File: src/rtl/imem_loader_if.sv
//==============================================================================
// Module   : imem_loader_if
// Purpose  : Groups the boot byte stream (valid/ready) and the instruction-
//            memory write port used by imem_loader.
// Signals  : rx_data   8       stream byte
//            rx_valid  1       rx_data is valid
//            rx_ready  1       loader accepts a byte this edge
//            imem_addr ADDR_W  instruction-memory write address
//            imem_data 32      instruction-memory write word
//            imem_wren 1       one-cycle write strobe
// Modports : slave  - the loader (consumes the stream, drives the write port)
//            master - the environment (sources the stream, observes writes)
// Revision : 1.0 - initial release
//==============================================================================
`default_nettype none

interface imem_loader_if #(
  parameter int ADDR_W = 18
);
  logic [7:0]        rx_data;
  logic              rx_valid;
  logic              rx_ready;
  logic [ADDR_W-1:0] imem_addr;
  logic [31:0]       imem_data;
  logic              imem_wren;

  modport slave (
    input  rx_data,
    input  rx_valid,
    output rx_ready,
    output imem_addr,
    output imem_data,
    output imem_wren
  );

  modport master (
    output rx_data,
    output rx_valid,
    input  rx_ready,
    input  imem_addr,
    input  imem_data,
    input  imem_wren
  );
endinterface

`default_nettype wire

File: src/rtl/imem_loader.sv
//==============================================================================
// Module   : imem_loader
// Purpose  : Boot-time instruction-memory writer. Accepts a framed byte stream
//            (LEN_HI, LEN_LO, N x 4 data bytes MSB first, CKS), writes each
//            assembled big-endian word to sequential addresses starting at
//            BASE_ADDR and keeps the core stalled until a frame loads with a
//            matching XOR checksum.
// Ports    : clk       in   single clock, rising edge
//            rst       in   synchronous active-high reset
//            start     in   one-cycle pulse, starts a load when not busy
//            bus       slave modport: rx_* stream in, imem_* write port out
//            cpu_hold  out  1 = core held; 0 only after a good load
//            busy      out  a frame is in progress
//            done      out  sticky: last frame loaded, checksum matched
//            error     out  sticky: last frame bad (length or checksum)
// Revision : 1.0 - initial release
//==============================================================================
`default_nettype none

module imem_loader #(
  parameter int                ADDR_W    = 18,
  parameter logic [ADDR_W-1:0] BASE_ADDR = '0,
  parameter int                MAX_WORDS = 256
) (
  input  wire logic        clk,
  input  wire logic        rst,
  input  wire logic        start,
  imem_loader_if.slave     bus,
  output logic             cpu_hold,
  output logic             busy,
  output logic             done,
  output logic             error
);

  // 17 bits so that any 16-bit length can be compared without overflow.
  localparam logic [16:0] MAX_N = 17'(MAX_WORDS);

  typedef enum logic [2:0] {
    S_IDLE   = 3'd0,
    S_LEN_HI = 3'd1,
    S_LEN_LO = 3'd2,
    S_DATA   = 3'd3,
    S_WRITE  = 3'd4,
    S_CHECK  = 3'd5,
    S_DONE   = 3'd6,
    S_ERROR  = 3'd7
  } state_t;

  state_t            state_q,     state_d;
  logic [15:0]       len_q,       len_d;
  logic [15:0]       idx_q,       idx_d;
  logic [1:0]        bcnt_q,      bcnt_d;
  logic [7:0]        cks_q,       cks_d;
  logic [23:0]       word_q,      word_d;
  logic              rx_ready_q,  rx_ready_d;
  logic              wren_q,      wren_d;
  logic [ADDR_W-1:0] addr_q,      addr_d;
  logic [31:0]       data_q,      data_d;
  logic              cpu_hold_q,  cpu_hold_d;
  logic              busy_q,      busy_d;
  logic              done_q,      done_d;
  logic              error_q,     error_d;

  logic              accept;
  logic [15:0]       n_words;
  logic [ADDR_W-1:0] idx_addr;

  always_comb begin
    state_d    = state_q;
    len_d      = len_q;
    idx_d      = idx_q;
    bcnt_d     = bcnt_q;
    cks_d      = cks_q;
    word_d     = word_q;
    addr_d     = addr_q;
    data_d     = data_q;
    cpu_hold_d = cpu_hold_q;
    done_d     = done_q;
    error_d    = error_q;

    // rx_ready is a registered function of the state, so it is already
    // valid for the current edge and the transfer qualifier is exact.
    accept   = rx_ready_q & bus.rx_valid;
    n_words  = {len_q[15:8], bus.rx_data};
    // Truncating the index to ADDR_W makes BASE_ADDR+index wrap naturally.
    idx_addr = ADDR_W'(idx_q);

    case (state_q)
      S_IDLE, S_DONE, S_ERROR: begin
        if (start) begin
          state_d    = S_LEN_HI;
          done_d     = 1'b0;
          error_d    = 1'b0;
          cks_d      = 8'h00;
          idx_d      = 16'h0000;
          bcnt_d     = 2'd0;
          cpu_hold_d = 1'b1;
        end
      end

      S_LEN_HI: begin
        if (accept) begin
          len_d   = {bus.rx_data, 8'h00};
          cks_d   = cks_q ^ bus.rx_data;
          state_d = S_LEN_LO;
        end
      end

      S_LEN_LO: begin
        if (accept) begin
          len_d = n_words;
          cks_d = cks_q ^ bus.rx_data;
          if (n_words == 16'h0000) begin
            state_d = S_CHECK;
          end else if ({1'b0, n_words} > MAX_N) begin
            state_d = S_ERROR;
            error_d = 1'b1;
          end else begin
            state_d = S_DATA;
          end
        end
      end

      S_DATA: begin
        if (accept) begin
          word_d = {word_q[15:0], bus.rx_data};
          cks_d  = cks_q ^ bus.rx_data;
          bcnt_d = bcnt_q + 2'd1;
          if (bcnt_q == 2'd3) begin
            // Write port is loaded on entry so it is valid in WRITE.
            state_d = S_WRITE;
            data_d  = {word_q, bus.rx_data};
            addr_d  = BASE_ADDR + idx_addr;
          end
        end
      end

      S_WRITE: begin
        idx_d = idx_q + 16'd1;
        if ((idx_q + 16'd1) == len_q) begin
          state_d = S_CHECK;
        end else begin
          state_d = S_DATA;
        end
      end

      S_CHECK: begin
        if (accept) begin
          if (bus.rx_data == cks_q) begin
            state_d    = S_DONE;
            done_d     = 1'b1;
            cpu_hold_d = 1'b0;
          end else begin
            state_d = S_ERROR;
            error_d = 1'b1;
          end
        end
      end

      default: state_d = S_IDLE;
    endcase

    // Outputs derived from the next state so they are registered with it.
    rx_ready_d = (state_d == S_LEN_HI) || (state_d == S_LEN_LO) ||
                 (state_d == S_DATA)   || (state_d == S_CHECK);
    busy_d     = !((state_d == S_IDLE) || (state_d == S_DONE) ||
                   (state_d == S_ERROR));
    wren_d     = (state_d == S_WRITE);
  end

  always_ff @(posedge clk) begin
    if (rst) begin
      state_q    <= S_IDLE;
      len_q      <= 16'h0000;
      idx_q      <= 16'h0000;
      bcnt_q     <= 2'd0;
      cks_q      <= 8'h00;
      word_q     <= 24'h000000;
      rx_ready_q <= 1'b0;
      wren_q     <= 1'b0;
      addr_q     <= BASE_ADDR;
      data_q     <= 32'h00000000;
      cpu_hold_q <= 1'b1;
      busy_q     <= 1'b0;
      done_q     <= 1'b0;
      error_q    <= 1'b0;
    end else begin
      state_q    <= state_d;
      len_q      <= len_d;
      idx_q      <= idx_d;
      bcnt_q     <= bcnt_d;
      cks_q      <= cks_d;
      word_q     <= word_d;
      rx_ready_q <= rx_ready_d;
      wren_q     <= wren_d;
      addr_q     <= addr_d;
      data_q     <= data_d;
      cpu_hold_q <= cpu_hold_d;
      busy_q     <= busy_d;
      done_q     <= done_d;
      error_q    <= error_d;
    end
  end

  assign bus.rx_ready  = rx_ready_q;
  assign bus.imem_wren = wren_q;
  assign bus.imem_addr = addr_q;
  assign bus.imem_data = data_q;
  assign cpu_hold      = cpu_hold_q;
  assign busy          = busy_q;
  assign done          = done_q;
  assign error         = error_q;

endmodule

`default_nettype wire

File: src/flat_wrapper.sv
// flat-port wrapper written by rule: the top's interface ports become plain ports
module imem_loader_flat 
#(
  parameter int                ADDR_W    = 18,
  parameter logic [ADDR_W-1:0] BASE_ADDR = '0,
  parameter int                MAX_WORDS = 256
)
  (clk, rst, start, cpu_hold, busy, done, error, bus_rx_data, bus_rx_valid, bus_rx_ready, bus_imem_addr, bus_imem_data, bus_imem_wren);
  imem_loader_if #(.ADDR_W(ADDR_W)) bus_i ();
  input  wire logic clk;
  input  wire logic rst;
  input  wire logic start;
  output logic cpu_hold;
  output logic busy;
  output logic done;
  output logic error;
  input wire logic [$bits(bus_i.rx_data)-1:0] bus_rx_data;
  input wire logic [$bits(bus_i.rx_valid)-1:0] bus_rx_valid;
  output wire logic [$bits(bus_i.rx_ready)-1:0] bus_rx_ready;
  output wire logic [$bits(bus_i.imem_addr)-1:0] bus_imem_addr;
  output wire logic [$bits(bus_i.imem_data)-1:0] bus_imem_data;
  output wire logic [$bits(bus_i.imem_wren)-1:0] bus_imem_wren;
  assign bus_i.rx_data = bus_rx_data;
  assign bus_i.rx_valid = bus_rx_valid;
  assign bus_rx_ready = bus_i.rx_ready;
  assign bus_imem_addr = bus_i.imem_addr;
  assign bus_imem_data = bus_i.imem_data;
  assign bus_imem_wren = bus_i.imem_wren;
  imem_loader #(.ADDR_W(ADDR_W), .BASE_ADDR(BASE_ADDR), .MAX_WORDS(MAX_WORDS)) u_core (.clk(clk), .rst(rst), .start(start), .bus(bus_i), .cpu_hold(cpu_hold), .busy(busy), .done(done), .error(error));
endmodule
File: config.mk
export PLATFORM = sky130hd
export DESIGN_NAME = imem_loader_flat
export DESIGN_NICKNAME = d
export VERILOG_FILES = /design/src/rtl/imem_loader_if.sv /design/src/rtl/imem_loader.sv /design/src/flat_wrapper.sv
export SDC_FILE = /design/constraint.sdc
export NUM_CORES = 1
export LEC_CHECK = 0
export CAP_MARGIN = 30
export CORE_ASPECT_RATIO = 1.5
export CORE_UTILIZATION = 35
export DETAILED_ROUTE_END_ITERATION = 12
export DONT_BUFFER_PORTS = 1
export GPL_TIMING_DRIVEN = 0
export PLACE_DENSITY = 0.57
export SYNTH_ARGS = -nofsm -noshare
export SYNTH_HDL_FRONTEND = slang
export SYNTH_SLANG_ARGS = --single-unit
File: constraint.sdc
create_clock -name clk -period 2.3 [get_ports clk]
set_input_delay 0.69 -clock clk [delete_from_list [all_inputs] [get_ports clk]]
set_output_delay 0.69 -clock clk [all_outputs]
set_load 0.005 [all_outputs]
==> results of run 1 <==
power by group through the flow:
stage / clock [mW] / combinational (mW) / sequential, mW
2_1_floorplan: 0 / 0.312 / 2.24
3_3_place_gp: 0 / 0.428 / 2.25
3_5_place_dp: 0 / 0.428 / 2.25
4_1_cts: 2.68 / 0.460 / 2.20
5_1_grt: 2.76 / 0.510 / 2.21
6_report: 2.66 / 0.467 / 2.20
sequential cells by signal, indices dropped and copies added (netlist names):
signal / cells
u_core.bus.imem_wren: 1
u_core.cpu_hold: 1
u_core.bus.imem_data: 32
u_core.error: 1
u_core.word_q: 24
u_core.bus.imem_addr: 16
u_core.bcnt_q: 2
u_core.state_q: 3
u_core.len_q: 16
u_core.cks_q: 8
u_core.bus.rx_ready: 1
u_core.done: 1
u_core.idx_q: 16
u_core.busy: 1
cell type report:
class | instances | area [µm²]
buffer | 60 | 293
clock buffer | 19 | 433
clock inverter | 12 | 140
fill | 1652 | 8910
inverter | 10 | 37.5
multi-input combinational | 534 | 3000
sequential | 123 | 2480
tap | 203 | 254
timing repair buffer | 19 | 151
cell families (layout without fill, tap and decap cells):
group                      count (synthesis)  count (layout)  share of synthesized area, %
and+or+nand+nor                          312             312                          26.0
AOI/OAI and AO/OA                        187             187                          19.2
DFF                                      123             123                          43.7
buffers and inverters                     73             120                          5.68
xor gates and xnor gates                  29              29                          4.51
adders and majority gates                  2               2                         0.444
muxes                                      2               2                         0.377
other                                      1               2                        0.0665
worst paths after layout:
kind                                   startpoint                        to  slack (ns)  cells after the start
worst max-delay path              u_core.idx_q[1]       u_core.bus.rx_ready       -0.13                     11
worst min-delay path            u_core.word_q[21]  u_core.bus.imem_data[29]        0.45                      2
worst max register to register    u_core.idx_q[1]       u_core.bus.rx_ready       -0.13                     11
worst min register to register  u_core.word_q[21]  u_core.bus.imem_data[29]        0.45                      2
Yosys cell counts, types with 2 or more instances:
library cell / n / area, µm²
buf_6: 2 / 22.5
and3_1: 2 / 12.5
a41oi_1: 2 / 17.5
nand2b_1: 2 / 12.5
o22ai_1: 2 / 12.5
nor3_1: 10 / 50.1
buf_4: 3 / 22.5
or3_1: 4 / 25.0
buf_2: 8 / 40.0
and2_1: 5 / 31.3
or2_2: 3 / 18.8
nand3_1: 13 / 65.1
o21ai_1: 2 / 10.0
nand4_4: 2 / 42.5
nor4_1: 8 / 50.1
nor2_1: 50 / 188
nand3b_1: 11 / 82.6
o31ai_1: 3 / 22.5
ha_1: 2 / 25.0
nand2_1: 183 / 687
clkbuf_1: 48 / 180
o2111ai_1: 2 / 17.5
xnor2_1: 13 / 114
inv_1: 9 / 33.8
o21ai_0: 23 / 115
dfxtp_1: 123 / 2460
a22oi_1: 11 / 82.6
a21oi_1: 111 / 556
xor2_1: 16 / 140
o21a_1: 5 / 37.5
a311oi_1: 5 / 43.8
a211oi_1: 4 / 30.0
a211o_1: 4 / 35.0
a31oi_1: 4 / 25.0
critical path: stages, from the launching register on:
cell and delay (ns):
dfxtp_4 0.35, ha_4 0.17, buf_4 0.14, buf_6 0.12, xor2_1 0.13, o2111ai_1 0.20, o21a_1 0.20, nand3_2 0.12
nor4_4 0.36, a41o_2 0.31, buf_6 0.11, mux2i_1 0.15
through the flow:
step           power (mW)  hold slack, ns
2_1_floorplan        2.55           0.432
3_3_place_gp         2.67           0.446
3_5_place_dp         2.67           0.449
4_1_cts              5.34           0.458
5_1_grt              5.48           0.469
6_report             5.33           0.453
per-layer routing:
layer | up-vias | part of all wire (%) | GRT usage, %
met1 | 2461 | 40 | 22.7
li1 | 2561 | - | -
met2 | 169 | 51 | 37.0
met3 | 50 | 5.4 | 4.76
met4 | 0 | 3.8 | 10.5
met5 | - | 0 | 0
timing repair:
action | CTS | global route
hold buffers | 0 | 0
endpoints found under the setup margin | 61 | 56
gates resized for setup | 20 | 31
setup buffers | 11 | 7
pin swaps | 10 | 16
==> reports/results.txt, run 1 <==
vias in the first global route = 4885
DIE HEIGHT = 157 µm
Top Ports = 68
first-pass GRT wire length = 26.2 mm
Syn-to-layout area delta = 20.3%
die area = 16600 µm²
DR pass1 iterations = 8
GP Congestion = 0.910
worst-path fanout max = 6
final cell count without fillers = 980
Sink Count = 123
critical path required time = 2.65 ns
DRC violations left = 0
Worst setup EP type = register
Worst IR Drop VDD = 0.000470 V
Pleak = 2.40 nW
count of cell types in the netlist = 68
Core ar. = 15700 µm²
Mapped Area = 5640 µm²
Net Switching = 1.40 mW
sequential share of power = 41.4%
Post-synth EDFFs = 0
remaining antenna violation count after routing = 0
Placed Cells = 934
vias = 5241
outcome = finished with violations
max-capacitance violation count = 0
f_max = 412 MHz
maximum number of pins on one net before global-route repair = 17
Gate power share = 8.8%
post-DP HPWL = 11.7 mm
power per cell area = 785 nW/µm²
Setup Viol. Count Final = 4
Post-Route Skew = 0.00722 ns
first-iteration detailed-routing DRC count = 336
hold violation count in the final report = 0
syn avg cell area = 7.73 µm²
ant diodes = 0
Post-Route WL = 16.9 mm
commonest non-fill, non-tap cell in the layout = nand2_1
initial antenna violation count = 0
Post-Route Utilization = 43.2%
effective utilization at floorplan = 35.9%
post-synthesis async set-or-reset flop share = 0%
pre-CTS WS = -0.606 ns
layout cells sized above 1 = 14.3%
Clock Pin Slew Worst Setup and Hold Paths = 0.06 ns
failing checks = negative setup slack
Worst EP arrival = 2.78 ns
fin. max-slew vios = 0
setup ws final = -0.128 ns
Yosys reg bits = 123
CTS tree = done
synth warn = 0
Hold WC Path Type = register to register
Vias/cell = 5.35
synthesized instance count = 729
RSZ-0062 raised after global routing = true
period utilization = 106%
Clk Latency, worst-skew pair = 0.43 ns
Clock Tree Root = clkbuf_16
Total Negative Setup Slacks = -0.343 ns
worst slew pin tran = 0.735 ns
# nets final = 779
Placed Area = 5920 µm²
Global Route Usage Sum = 20.6%
GRT Residual Overflow = 0
Rows = 56
most frequent cells in the layout = nand2_1, dfxtp_1, a21oi_1, nor2_1, clkbuf_1
H-tree depth = 4
chip width = 106 µm
drt wl/cell = 17.2 µm
final instance area = 6780 µm²
Switching Share = 26.3%
Clock Power Share = 49.9%
Top FF cell, synth = dfxtp_1
register area share after synthesis = 43.7%
CTS Buf Count = 17
Slew HR = 50.7%
post-route minimum period = 2.43 ns
type of origin of the critical path = register
Internal = 3.92 mW
Buffers on Ports = 0
critical path class = register to register
Max Buffers Root-to-Sink = 2
(Power assumes the default switching activity.)
==> inputs of run 2 (changes only) <==
--- a/config.mk
+++ b/config.mk
@@ -11,7 +11,7 @@
 export DETAILED_ROUTE_END_ITERATION = 12
 export DONT_BUFFER_PORTS = 1
 export GPL_TIMING_DRIVEN = 0
-export PLACE_DENSITY = 0.57
+export PLACE_DENSITY = 0.55
 export SYNTH_ARGS = -nofsm -noshare
 export SYNTH_HDL_FRONTEND = slang
 export SYNTH_SLANG_ARGS = --single-unit
==> constraint.sdc (replaced) <==
create_clock -name clk -period 2.9 [get_ports clk]
set_input_delay 0.87 -clock clk [delete_from_list [all_inputs] [get_ports clk]]
set_output_delay 0.87 -clock clk [all_outputs]
set_load 0.005 [all_outputs]
==> reports/results.txt, run 2 (same netlist as run 1, synthesis figures left out) <==
outcome = complete, no violations
fin. max-slew vios = 0 (unchanged)
cts hold-fix bufs = 0 (unchanged)
Setup Viol. Count Final = 0 (-4)
slowest cell delay on critical path = 0.42 ns (+0.06 ns)
critical path required time = 3.23 ns (+0.58 ns)
vias = 5192 (-0.93%)
Max Buffers Root-to-Sink = 2 (unchanged)
DIE HEIGHT = 157 µm (unchanged)
Clock Tree Root = clkbuf_16
layout cells sized above 1 = 9.17% (-5.1 points)
Worst IR Drop VDD = 0.000336 V (-28%)
Clock Pin Slew Worst Setup and Hold Paths = 0.06 ns (about the same)
maximum number of pins on one net before global-route repair = 17 (unchanged)
Slew HR = 48.5% (-2.2 points)
Pleak = 2.26 nW (-5.6%)
post-DP HPWL = 12.0 mm (+2.2%)
Post-Route WL = 16.2 mm (-4.1%)
combined area of the multi-input logic cells = 2870 µm² (-4.1%)
CP max stage cell = or3_4
max reg flops = 32 (unchanged)
DRC violations left = 0 (unchanged)
Syn-to-layout area delta = 15.6%
DR pass1 iterations = 5 (-3)
most frequent cells in the layout = nand2_1, dfxtp_1, a21oi_1, nor2_1, clkbuf_1
drt wl/cell = 16.8 µm (-2.7%)
GP Congestion = 0.932 (+2.4%)
die area = 16600 µm² (unchanged)
remaining antenna violation count after routing = 0 (unchanged)
critical path class = register to register
RSZ-0062 raised after global routing = false
Buffers on Ports = 0 (unchanged)
worst-path fanout max = 8 (+2)
GRT Residual Overflow = 0 (unchanged)
Worst setup EP type = register
Hold WC Path Type = register to register
max-capacitance violation count = 0 (unchanged)
hold violation count in the final report = 0 (unchanged)
Core ar. = 15700 µm² (unchanged)
postcts setup bufs = 0 (-11)
CTS tree = done
chip width = 106 µm (unchanged)
storage element area = 2460 µm² (-0.56%)
Sink Count = 123 (unchanged)
post-route minimum period = 2.70 ns (+0.272 ns)
Rows = 56 (unchanged)
power per cell area = 654 nW/µm² (-17%)
CTS Buf Count = 17 (unchanged)
initial antenna violation count = 0 (unchanged)
Post-Route Skew = 0.0116 ns (+0.00437 ns)
Total Negative Setup Slacks = 0 ns (+0.343 ns)
vias in the first global route = 5068 (+3.7%)
Hold WS = 0.452 ns (-0.00133 ns)
first-iteration detailed-routing DRC count = 299 (-11%)
effective utilization at floorplan = 35.9% (unchanged)
final instance area = 6520 µm² (-3.9%)
Bufs and invs on worst path = 1 (-2)
# nets final = 764 (-1.9%)
Placed Area = 5900 µm² (-0.27%)
type of origin of the critical path = register
first-pass GRT wire length = 26.1 mm (about the same)
Worst EP arrival = 3.03 ns (+0.25 ns)
H-tree depth = 4 (unchanged)
Vias/cell = 5.37 (+0.50%)
Global Route Usage Sum = 20.3% (-0.31 points)
Top Ports = 68 (unchanged)
commonest non-fill, non-tap cell in the layout = nand2_1
f_max = 370 MHz (-10%)
period utilization = 93.1% (-12 points)
Top delay family on crit path = simple AND/OR/NAND/NOR gates
cells along the critical path = ha_1 -> buf_2 -> nand4_4 -> or3_4 -> nor4b_2 -> o2111ai_1 -> nor4_2 -> a41o_2 -> nor4bb_2
worst slew pin tran = 0.770 ns (+0.0345 ns)
ant diodes = 0 (unchanged)
fillers = 1632 (-1.2%)
Clk Latency, worst-skew pair = 0.43 ns (about the same)
run 2: cell types whose count changed in the layout (fill, tap and decap cells not counted), sizes merged:
cell | previous run | this run
clkinv | 4 | 2
buf | 34 | 15
clkbuf | 64 | 66
clkinvlp | 3 | 1
inv | 13 | 20
run 2: final cells by class:
class / count / share of cell area (%)
Buffer: 63 / 4.34
Timing Repair Buffer: 1 / 0.0768
Clock buffer: 17 / 6.53
Sequential cell: 123 / 37.8
Clock inverter: 15 / 2.71
Tap cell: 203 / 3.90
Multi-Input combinational cell: 534 / 44.1
Inverter: 10 / 0.576
run 2: final timing paths:
check,start,to,slack (ns),cells past startpoint
max,u_core.idx_q[1],u_core.bus.imem_wren,0.20,9
min,u_core.word_q[23],u_core.bus.imem_data[31],0.45,2
max reg2reg,u_core.idx_q[1],u_core.bus.imem_wren,0.20,9
min reg2reg,u_core.word_q[23],u_core.bus.imem_data[31],0.45,2
run 2: worst reg2reg max path, delay by kind of cell, from the launching register on:
family | cells | cell delay, ns
AND/OR/NAND/NOR | 5 | 1.37
AO/OA/AOI/OAI | 2 | 0.51
flip-flops | 1 | 0.38
buffers and inverters | 1 | 0.19
adder cells (fa/ha/maj) | 1 | 0.15
run 2: repair_timing:
item | 4_1_cts | 5_1_grt
pin swaps | 0 | 2
endpoints found under the setup margin | 1 | 3
resized for setup | 1 | 2
run 2: layer usage:
layer  global-route usage [%]  vias to the layer above  routed length (µm)  part of all wire, %
met5                        0                        -                   0                    0
met4                     9.79                        0                 478                  3.0
met3                     5.01                       46                 801                  4.9
met2                     37.0                      166                8530                   53
met1                     21.9                     2441                6380                   39
li1                         -                     2539                   -                    -
run 2: report_power, final:
| part | switching [mW] | internal [mW] | total (mW) | leakage, nW |
|---|---|---|---|---|
| clock | 0.873 | 1.30 | 2.17 | 0.296 |
| sequential | 0.0248 | 1.72 | 1.74 | 0.993 |
| combinational | 0.233 | 0.109 | 0.342 | 0.973 |
| total | 1.13 | 3.13 | 4.26 | 2.26 |
run 2: stage by stage:
| step | std cells | total power, mW | worst slack, ns | utilization [%] |
|---|---|---|---|---|
| global route | 966 | 4.40 | 0.000107 | 41.5 |
| CTS | 966 | 4.29 | 0.0166 | 41.5 |
| finish | 966 | 4.26 | 0.200 | 41.5 |
| detailed placement | 934 | 2.12 | -0.0928 | 37.6 |
| floorplan | 730 | 2.02 | 0.343 | - |
| global placement | 933 | 2.11 | -0.0534 | 37.6 |
